[config.mk]
export PLATFORM = sky130hd
export DESIGN_NAME = dat_write_buffer_flat
export DESIGN_NICKNAME = d
export VERILOG_FILES = /design/src/rtl/sdhci_dat_pkg.sv /design/src/rtl/dat_write_buffer_if.sv /design/src/rtl/dat_block_ram.sv /design/src/rtl/dat_write_buffer.sv /design/src/flat_wrapper.sv
export SDC_FILE = /design/constraint.sdc
export NUM_CORES = 2
export LEC_CHECK = 0
export CORE_ASPECT_RATIO = 1.75
export CORE_MARGIN = 4
export CORE_UTILIZATION = 35
export CTS_BUF_LIST = sky130_fd_sc_hd__clkbuf_16
export DETAILED_ROUTE_END_ITERATION = 10
export GPL_ROUTABILITY_DRIVEN = 0
export PLACE_DENSITY = 0.5
export SLEW_MARGIN = 40
export SYNTH_ARGS = -nofsm -noshare
export SYNTH_HDL_FRONTEND = slang
export SYNTH_HIERARCHICAL = 1
export SYNTH_SLANG_ARGS = --single-unit
[constraint.sdc]
create_clock -name clk_i -period 6.7 [get_ports clk_i]
set_clock_uncertainty 0.05 [all_clocks]
set_input_delay 1.34 -clock clk_i [delete_from_list [all_inputs] [get_ports clk_i]]
set_output_delay 1.34 -clock clk_i [all_outputs]
set_load 0.005 [all_outputs]
[src/rtl/sdhci_dat_pkg.sv]
`default_nettype none
// ============================================================================
//  Package     : sdhci_dat_pkg
//  Description : Shared types and helpers for the SD data-path write staging.
//                This includes the write-buffer state encoding and the
//                byte-to-word conversion.
//  Revision    : 1.0 - initial release
// ============================================================================
package sdhci_dat_pkg;

   // Bytes carried by one host data-port word
   localparam int WordBytes = 4;

   // Write-buffer sequencing states
   typedef enum logic [2:0] {
      IDLE   = 3'd0,
      FILL   = 3'd1,
      START  = 3'd2,
      SEND   = 3'd3,
      RESULT = 3'd4
   } dat_wbuf_state_e;

   // Number of 32-bit words needed to hold a block of the given byte count.
   // A partial last word counts as a whole word.
   function automatic logic [31:0] words_from_bytes(input logic [31:0] bytes);
      return (bytes + 32'(WordBytes - 1)) / 32'(WordBytes);
   endfunction

endpackage
`default_nettype wire

[src/rtl/dat_write_buffer_if.sv]
`default_nettype none
// ============================================================================
//  Interface   : dat_write_buffer_if
//  Description : Control, host-word and dat_write handshake signals of the
//                write-data staging buffer. The slave modport is the buffer
//                itself. The master modport is the surrounding host/command
//                path and dat_write.
//  Revision    : 1.0 - initial release
// ============================================================================
interface dat_write_buffer_if #(
   parameter int MaxBlockBitSize = 12,
   parameter int BlockCountWidth = 16
);
   logic                       sd_clk_en_i;
   logic                       start_transfer_i;
   logic                       abort_i;
   logic [MaxBlockBitSize-1:0] block_size_i;
   logic [BlockCountWidth-1:0] block_count_i;
   logic                       wr_valid_i;
   logic [31:0]                wr_data_i;
   logic                       wr_ready_o;
   logic                       buffer_write_enable_o;
   logic                       dat_start_o;
   logic [31:0]                dat_data_o;
   logic                       dat_next_word_i;
   logic                       dat_done_i;
   logic                       dat_crc_err_i;
   logic                       dat_end_bit_err_i;
   logic                       xfer_complete_o;
   logic                       crc_err_o;
   logic                       end_bit_err_o;
   logic                       active_o;

   modport slave (
      input  sd_clk_en_i, start_transfer_i, abort_i, block_size_i, block_count_i,
      input  wr_valid_i, wr_data_i, dat_next_word_i, dat_done_i,
      input  dat_crc_err_i, dat_end_bit_err_i,
      output wr_ready_o, buffer_write_enable_o, dat_start_o, dat_data_o,
      output xfer_complete_o, crc_err_o, end_bit_err_o, active_o
   );

   modport master (
      output sd_clk_en_i, start_transfer_i, abort_i, block_size_i, block_count_i,
      output wr_valid_i, wr_data_i, dat_next_word_i, dat_done_i,
      output dat_crc_err_i, dat_end_bit_err_i,
      input  wr_ready_o, buffer_write_enable_o, dat_start_o, dat_data_o,
      input  xfer_complete_o, crc_err_o, end_bit_err_o, active_o
   );
endinterface
`default_nettype wire

[src/rtl/dat_block_ram.sv]
`default_nettype none
// ============================================================================
//  Module      : dat_block_ram
//  Description : Block store with one synchronous write port and one
//                registered read port. A read of the address being written
//                in the same cycle returns the new data.
//  Revision    : 1.0 - initial release
// ============================================================================
module dat_block_ram #(
   parameter int WORDS = 128,
   parameter int WIDTH = 32
) (
   input  wire logic                     clk,
   input  wire logic                     rst,
   input  wire logic                     i_we,
   input  wire logic [$clog2(WORDS)-1:0] i_waddr,
   input  wire logic [WIDTH-1:0]         i_wdata,
   input  wire logic [$clog2(WORDS)-1:0] i_raddr,
   output logic      [WIDTH-1:0]         o_rdata
);

   logic [WIDTH-1:0] r_mem [WORDS];
   logic [WIDTH-1:0] r_rdata;

   // Storage array: plain synchronous write, no reset needed on the contents
   always_ff @(posedge clk) begin
      if (i_we) begin
         r_mem[i_waddr] <= i_wdata;
      end
   end

   // Registered read with write-first bypass so a just-written word is visible
   always_ff @(posedge clk or posedge rst) begin
      if (rst) begin
         r_rdata <= '0;
      end else if (i_we && (i_waddr == i_raddr)) begin
         r_rdata <= i_wdata;
      end else begin
         r_rdata <= r_mem[i_raddr];
      end
   end

   assign o_rdata = r_rdata;

endmodule
`default_nettype wire

[src/rtl/dat_write_buffer.sv]
`default_nettype none
// ============================================================================
//  Module      : dat_write_buffer
//  Description : Host-side write-data staging ahead of dat_write. The module
//                collects one block of host words and starts dat_write. It
//                then serves the words on next-word requests, sequences
//                multi-block transfers and reports completion or errors.
//  Revision    : 1.0 - initial release
// ============================================================================
module dat_write_buffer
   import sdhci_dat_pkg::*;
#(
   parameter int MaxBlockBitSize = 12,
   parameter int BufferWords     = 128,
   parameter int BlockCountWidth = 16
) (
   input  wire logic          clk_i,
   input  wire logic          rst_i,
   dat_write_buffer_if.slave  bus
);

   localparam int c_PTR_W = $clog2(BufferWords);
   localparam logic [MaxBlockBitSize-1:0] c_WORD_ONE  = MaxBlockBitSize'(1);
   localparam logic [BlockCountWidth-1:0] c_BLOCK_ONE = BlockCountWidth'(1);
   localparam logic [c_PTR_W-1:0]         c_PTR_ONE   = c_PTR_W'(1);

   dat_wbuf_state_e            r_state;
   logic [MaxBlockBitSize-1:0] r_words_needed;
   logic [BlockCountWidth-1:0] r_blocks_left;
   logic [c_PTR_W-1:0]         r_wr_ptr;
   logic [c_PTR_W-1:0]         r_rd_ptr;
   logic                       r_crc_q;
   logic                       r_end_q;
   logic                       r_wr_ready;
   logic                       r_dat_start;
   logic                       r_xfer_complete;
   logic                       r_crc_err;
   logic                       r_end_bit_err;
   logic                       r_active;

   logic [MaxBlockBitSize-1:0] w_words_in;
   logic                       w_start_ok;
   logic                       w_wr_accept;
   logic                       w_last_word;
   logic                       w_rd_last;
   logic [31:0]                w_rd_data;

   // Decode of the start request and the block-boundary conditions
   always_comb begin
      w_words_in  = MaxBlockBitSize'(words_from_bytes(32'(bus.block_size_i)));
      w_start_ok  = bus.start_transfer_i
                    && (bus.block_size_i  != '0)
                    && (bus.block_count_i != '0);
      w_wr_accept = (r_state == FILL) && bus.wr_valid_i && !bus.abort_i;
      w_last_word = ((MaxBlockBitSize'(r_wr_ptr) + c_WORD_ONE) == r_words_needed);
      w_rd_last   = (MaxBlockBitSize'(r_rd_ptr) == (r_words_needed - c_WORD_ONE));
   end

   // Block store: written from the host side, read toward dat_write
   dat_block_ram #(
      .WORDS (BufferWords),
      .WIDTH (32)
   ) u_store (
      .clk     (clk_i),
      .rst     (rst_i),
      .i_we    (w_wr_accept),
      .i_waddr (r_wr_ptr),
      .i_wdata (bus.wr_data_i),
      .i_raddr (r_rd_ptr),
      .o_rdata (w_rd_data)
   );

   // Transfer sequencer with registered handshake, status and result pulses
   always_ff @(posedge clk_i or posedge rst_i) begin
      if (rst_i) begin
         r_state         <= IDLE;
         r_words_needed  <= '0;
         r_blocks_left   <= '0;
         r_wr_ptr        <= '0;
         r_rd_ptr        <= '0;
         r_crc_q         <= 1'b0;
         r_end_q         <= 1'b0;
         r_wr_ready      <= 1'b0;
         r_dat_start     <= 1'b0;
         r_xfer_complete <= 1'b0;
         r_crc_err       <= 1'b0;
         r_end_bit_err   <= 1'b0;
         r_active        <= 1'b0;
      end else begin
         // Result outputs are single-cycle pulses
         r_xfer_complete <= 1'b0;
         r_crc_err       <= 1'b0;
         r_end_bit_err   <= 1'b0;

         if (bus.abort_i) begin
            // Abort overrides everything, including a same-cycle done
            r_state     <= IDLE;
            r_wr_ptr    <= '0;
            r_rd_ptr    <= '0;
            r_crc_q     <= 1'b0;
            r_end_q     <= 1'b0;
            r_wr_ready  <= 1'b0;
            r_dat_start <= 1'b0;
            r_active    <= 1'b0;
         end else begin
            case (r_state)
               IDLE: begin
                  if (w_start_ok) begin
                     r_words_needed <= w_words_in;
                     r_blocks_left  <= bus.block_count_i;
                     r_wr_ptr       <= '0;
                     r_rd_ptr       <= '0;
                     r_wr_ready     <= 1'b1;
                     r_active       <= 1'b1;
                     r_state        <= FILL;
                  end
               end

               FILL: begin
                  if (bus.wr_valid_i) begin
                     r_wr_ptr <= r_wr_ptr + c_PTR_ONE;
                     if (w_last_word) begin
                        r_wr_ready  <= 1'b0;
                        r_dat_start <= 1'b1;
                        r_rd_ptr    <= '0;
                        r_state     <= START;
                     end
                  end
               end

               START: begin
                  // dat_write samples start only on an SD clock-enable cycle
                  if (bus.sd_clk_en_i) begin
                     r_dat_start <= 1'b0;
                     r_state     <= SEND;
                  end
               end

               SEND: begin
                  // Saturate on the last word to absorb the trailing request
                  if (bus.dat_next_word_i && !w_rd_last) begin
                     r_rd_ptr <= r_rd_ptr + c_PTR_ONE;
                  end
                  if (bus.dat_done_i) begin
                     r_crc_q <= bus.dat_crc_err_i;
                     r_end_q <= bus.dat_end_bit_err_i;
                     r_state <= RESULT;
                  end
               end

               RESULT: begin
                  r_crc_q <= 1'b0;
                  r_end_q <= 1'b0;
                  if (r_crc_q || r_end_q) begin
                     r_crc_err     <= r_crc_q;
                     r_end_bit_err <= r_end_q;
                     r_active      <= 1'b0;
                     r_state       <= IDLE;
                  end else if (r_blocks_left == c_BLOCK_ONE) begin
                     r_xfer_complete <= 1'b1;
                     r_active        <= 1'b0;
                     r_state         <= IDLE;
                  end else begin
                     r_blocks_left <= r_blocks_left - c_BLOCK_ONE;
                     r_wr_ptr      <= '0;
                     r_rd_ptr      <= '0;
                     r_wr_ready    <= 1'b1;
                     r_state       <= FILL;
                  end
               end

               default: begin
                  r_wr_ready  <= 1'b0;
                  r_dat_start <= 1'b0;
                  r_active    <= 1'b0;
                  r_state     <= IDLE;
               end
            endcase
         end
      end
   end

   assign bus.wr_ready_o            = r_wr_ready;
   assign bus.buffer_write_enable_o = r_wr_ready;
   assign bus.dat_start_o           = r_dat_start;
   assign bus.dat_data_o            = w_rd_data;
   assign bus.xfer_complete_o       = r_xfer_complete;
   assign bus.crc_err_o             = r_crc_err;
   assign bus.end_bit_err_o         = r_end_bit_err;
   assign bus.active_o              = r_active;

endmodule
`default_nettype wire
[src/flat_wrapper.sv]
// flat-port wrapper written by rule: the top's interface ports become plain ports
module dat_write_buffer_flat import sdhci_dat_pkg::*;
#(
   parameter int MaxBlockBitSize = 12,
   parameter int BufferWords     = 128,
   parameter int BlockCountWidth = 16
)
  (clk_i, rst_i, bus_sd_clk_en_i, bus_start_transfer_i, bus_abort_i, bus_block_size_i, bus_block_count_i, bus_wr_valid_i, bus_wr_data_i, bus_dat_next_word_i, bus_dat_done_i, bus_dat_crc_err_i, bus_dat_end_bit_err_i, bus_wr_ready_o, bus_buffer_write_enable_o, bus_dat_start_o, bus_dat_data_o, bus_xfer_complete_o, bus_crc_err_o, bus_end_bit_err_o, bus_active_o);
  dat_write_buffer_if #(.MaxBlockBitSize(MaxBlockBitSize), .BlockCountWidth(BlockCountWidth)) bus_i ();
  input  wire logic clk_i;
  input  wire logic rst_i;
  input wire logic [$bits(bus_i.sd_clk_en_i)-1:0] bus_sd_clk_en_i;
  input wire logic [$bits(bus_i.start_transfer_i)-1:0] bus_start_transfer_i;
  input wire logic [$bits(bus_i.abort_i)-1:0] bus_abort_i;
  input wire logic [$bits(bus_i.block_size_i)-1:0] bus_block_size_i;
  input wire logic [$bits(bus_i.block_count_i)-1:0] bus_block_count_i;
  input wire logic [$bits(bus_i.wr_valid_i)-1:0] bus_wr_valid_i;
  input wire logic [$bits(bus_i.wr_data_i)-1:0] bus_wr_data_i;
  input wire logic [$bits(bus_i.dat_next_word_i)-1:0] bus_dat_next_word_i;
  input wire logic [$bits(bus_i.dat_done_i)-1:0] bus_dat_done_i;
  input wire logic [$bits(bus_i.dat_crc_err_i)-1:0] bus_dat_crc_err_i;
  input wire logic [$bits(bus_i.dat_end_bit_err_i)-1:0] bus_dat_end_bit_err_i;
  output wire logic [$bits(bus_i.wr_ready_o)-1:0] bus_wr_ready_o;
  output wire logic [$bits(bus_i.buffer_write_enable_o)-1:0] bus_buffer_write_enable_o;
  output wire logic [$bits(bus_i.dat_start_o)-1:0] bus_dat_start_o;
  output wire logic [$bits(bus_i.dat_data_o)-1:0] bus_dat_data_o;
  output wire logic [$bits(bus_i.xfer_complete_o)-1:0] bus_xfer_complete_o;
  output wire logic [$bits(bus_i.crc_err_o)-1:0] bus_crc_err_o;
  output wire logic [$bits(bus_i.end_bit_err_o)-1:0] bus_end_bit_err_o;
  output wire logic [$bits(bus_i.active_o)-1:0] bus_active_o;
  assign bus_i.sd_clk_en_i = bus_sd_clk_en_i;
  assign bus_i.start_transfer_i = bus_start_transfer_i;
  assign bus_i.abort_i = bus_abort_i;
  assign bus_i.block_size_i = bus_block_size_i;
  assign bus_i.block_count_i = bus_block_count_i;
  assign bus_i.wr_valid_i = bus_wr_valid_i;
  assign bus_i.wr_data_i = bus_wr_data_i;
  assign bus_i.dat_next_word_i = bus_dat_next_word_i;
  assign bus_i.dat_done_i = bus_dat_done_i;
  assign bus_i.dat_crc_err_i = bus_dat_crc_err_i;
  assign bus_i.dat_end_bit_err_i = bus_dat_end_bit_err_i;
  assign bus_wr_ready_o = bus_i.wr_ready_o;
  assign bus_buffer_write_enable_o = bus_i.buffer_write_enable_o;
  assign bus_dat_start_o = bus_i.dat_start_o;
  assign bus_dat_data_o = bus_i.dat_data_o;
  assign bus_xfer_complete_o = bus_i.xfer_complete_o;
  assign bus_crc_err_o = bus_i.crc_err_o;
  assign bus_end_bit_err_o = bus_i.end_bit_err_o;
  assign bus_active_o = bus_i.active_o;
  dat_write_buffer #(.MaxBlockBitSize(MaxBlockBitSize), .BufferWords(BufferWords), .BlockCountWidth(BlockCountWidth)) u_core (.clk_i(clk_i), .rst_i(rst_i), .bus(bus_i));
endmodule
==> metrics <==
run status=completed; Detail Placement HPWL=~340,000 um; Final nets=8,287; clock buffer depth=4; GRT overflow=0; crit path capture type=flop; Crit path max-delay family=simple AND/OR/NAND/NOR gates; core area=around 460,000 sq um; Worst Setup Start Kind=primary input; Root Buffer=clkbuf_16; Total GRT Usage=0.218; worst hold path type=reg2reg; Residual DRC=0; die height=slightly above 900 um; CTS tree=done; Worst EP required=7.28 ns; GR peak layer=met2; syn_area_per_cell=between 20 and 25 sq um; Crit path buffers/inverters=5; Post-synth EDFFs=4,096; starting density of the core=0.351; Period minus WS final=5.14 ns; Clock transition at path regs=approximately 0.060 ns; grt met2 use=0.387; CP Cell Sequence=clkdlybuf4s50_1, buf_4, or3_1, nor2_1, a31oi_1, nand2_1, inv_1, nor2b_1, nand2_2, buf_4, nor2_4, buf_12; slowest stage delay, CP=0.71 ns; Port Buf Inserts=108; max-cap violations=0; Ports=109; largest net degree at the start of global routing=130; unrepaired setup endpoints after global routing=false; post-synthesis sequential area ratio=0.777; die area=471,000 sq um; CP arrival=approximately 5.7 ns; drt pass-1 iters=6; peak supply drop=0.255 mV; Cell variety after synth=68; initial DRC count=8,945; most used cell, CP=buf_4; Rows=329; post-DR wirelength/cell=around 36 um; post-CTS setup buffers=0; met3 global-route usage=0.0378; number of H-tree levels=5; crit share post-route=0.768; synthesized area=161,000 sq um; number of global-route vias before repair=around 83,000; Yosys warning count=6; first-pass GRT wire length=a little over 700,000 um; slowest CP cell=nor2b_1; count of final hold-check violations=0; post_cts resized=0; # placed instances=13,900; TritonCTS Buffers=378; Mapped Nets=7,887; clock sinks=roughly 4,200; Pins Over Slew Limit=0; DIE WIDTH=521 um; M1 GR Usage=0.239; Synth-to-Final Area Change=15.0%; Syn Inst Count=7,812; Cell Count, Final, Fillers Out=14,700; final WL=527,000 um; crit path kind=in2reg; Leakage=55.3 nW; vias per inst=5.55; Async SR Flop Fraction=0.0201; initial antenna violation count=30; setup TNS=0 ns; maximum clock frequency=0.194 GHz; clk_lat worst skew=0.95 ns; slew margin rel.=0.311; crit-path max FO=17; layout cell share with drive strength beyond 1=0.229; Via Count=81,400; Worst Tran Pin Value=about 1 ns; predominant post-synthesis flop cell=edfxtp_1; Routed Antenna Nets=0; power density cells=296 nW/um^2; Setup violations, final=0; hold_buf cts=0; Yosys reg bits=~4,200
[metal layers]
metal  vias to the layer above  wire length [um]  share of wire
met4                         4             42900          0.081
li1                      33500                 -              -
met2                      3119            274000           0.52
met3                       891             31400          0.060
met5                         -                34       0.000064
met1                     43800            179000           0.34
[where the power goes]
group	switching [mW]	leakage (nW)	internal, mW
Clock	9.79	6.35	12.4
Combinational	2.27	11.1	1.24
Sequential	0.271	37.8	28.9
Total	12.3	55.3	42.5
[cell usage after synthesis, types with 32 or more instances]
cell,count,share of area
a2111oi_0,62,0.0034
a211o_1,36,0.0020
a21oi_1,176,0.0055
a221o_1,33,0.0021
a221oi_1,32,0.0017
a22o_1,63,0.0034
a22oi_1,163,0.0076
buf_1,41,0.00096
buf_2,123,0.0038
clkbuf_1,256,0.0060
dfrtp_1,84,0.013
edfxtp_1,4096,0.76
mux2_2,32,0.0022
mux2i_1,629,0.039
mux4_2,714,0.10
nand2_1,56,0.0013
nand2b_1,74,0.0029
nand3_1,34,0.0011
nor2_1,300,0.0070
nor3_1,153,0.0048
o21ai_0,67,0.0021
o221ai_1,63,0.0034
o22ai_1,219,0.0085
or4_1,66,0.0031
[stage by stage]
stage	setup slack, ns	power (mW)	cell area (sq um)	util	hold slack [ns]
after floorplan	0.932	31.3	161000	-	0.423
after global placement	0.826	33.1	172000	0.375	0.441
after CTS	1.78	55.3	185000	0.403	0.463
final	1.56	54.9	185000	0.404	0.458
after detailed placement	0.788	33.2	172000	0.376	0.449
after global routing	1.52	56.5	185000	0.404	0.511
[final cells by class]
class / count / area, sq um
Tap cell: 6123 / 7660
Clock buffer: 389 / 9730
Clock inverter: 301 / 2750
Inverter: 17 / 63.8
Sequential cell: 4180 / 125000
Antenna cell: 20 / 50.0
Multi-Input combinational cell: 3143 / 35000
Timing Repair Buffer: 492 / 4800
Fill cell: 40600 / 273000
[worst reg2reg max path, stage by stage, from the launching register on]
cell	delay, ns
dfrtp_1	0.58
nand2b_1	0.18
or3_1	0.24
nor2_1	0.08
a31oi_1	0.44
nand2_1	0.27
inv_1	0.42
nor2b_1	0.72
nand2_2	0.26
buf_4	0.39
nor2_4	0.62
buf_12	0.25
[sequential cells by signal, summed over array words and instances (netlist names)]
register	cells
u_core/r_state	3
u_core/bus.crc_err_o	1
u_core/bus.dat_start_o	1
u_core/r_rd_ptr	7
u_core/u_store/r_mem	4096
u_core/r_end_q	1
u_core/r_blocks_left	16
u_core/r_words_needed	11
u_core/bus.end_bit_err_o	1
u_core/r_crc_q	1
u_core/bus.xfer_complete_o	1
u_core/bus.active_o	1
u_core/r_wr_ptr	7
u_core/bus.buffer_write_enable_o	1
u_core/u_store/o_rdata	32
[kinds of logic (layout without fill, tap and decap cells)]
group / count (synthesis) / count (layout) / share of synthesized area
AOI/OAI and AO/OA: 957 / 957 / 0.0419
xor gates and xnor gates: 34 / 34 / 0.00185
adders and majority gates: 5 / 5 / 0.000388
buffers and inverters: 489 / 1199 / 0.0141
DFF: 4180 / 4180 / 0.777
muxes: 1375 / 1375 / 0.141
other: 0 / 20 / 0
and+or+nand+nor: 772 / 772 / 0.0239
[cells in the final DEF (no fill, tap or decap), types with 62 or more instances in the layout]
cell type,synthesis,final
o21ai_0,67,66
nor3_1,153,131
nor2_4,0,122
clkinv_2,0,69
a22o_1,63,63
buf_4,29,321
nand2b_1,74,69
o22ai_1,219,217
mux4_2,714,714
clkbuf_16,0,389
edfxtp_1,4096,4096
clkinv_1,0,71
inv_1,17,82
nor2_1,300,177
clkdlybuf4s50_1,0,76
dfrtp_1,84,75
a22oi_1,163,160
or4_1,66,65
a21oi_1,176,154
a2111oi_0,62,62
mux2i_1,629,629
[worst paths after layout]
| check | from | to | slack, ns | cells past startpoint |
|---|---|---|---|---|
| worst max-delay path | bus_abort_i | u_core/u_store/r_mem[16][19]$_DFFE_PP_ | 1.56 | 12 |
| worst min-delay path | u_core/r_crc_q$_DFFE_PP0P_ | u_core/bus.crc_err_o$_DFF_PP0_ | 0.46 | 1 |
| worst max register to register | u_core/r_state[2]$_DFFE_PP0P_ | u_core/u_store/r_mem[16][19]$_DFFE_PP_ | 1.88 | 11 |
| worst min register to register | u_core/r_crc_q$_DFFE_PP0P_ | u_core/bus.crc_err_o$_DFF_PP0_ | 0.46 | 1 |
| max in group asynchronous | rst_i | u_core/r_rd_ptr[1]$_DFFE_PP0P_ | 5.08 | 3 |
| min in group asynchronous | rst_i | u_core/r_rd_ptr[6]$_DFFE_PP0P_ | 0.61 | 2 |
(Power assumes the default switching activity.)
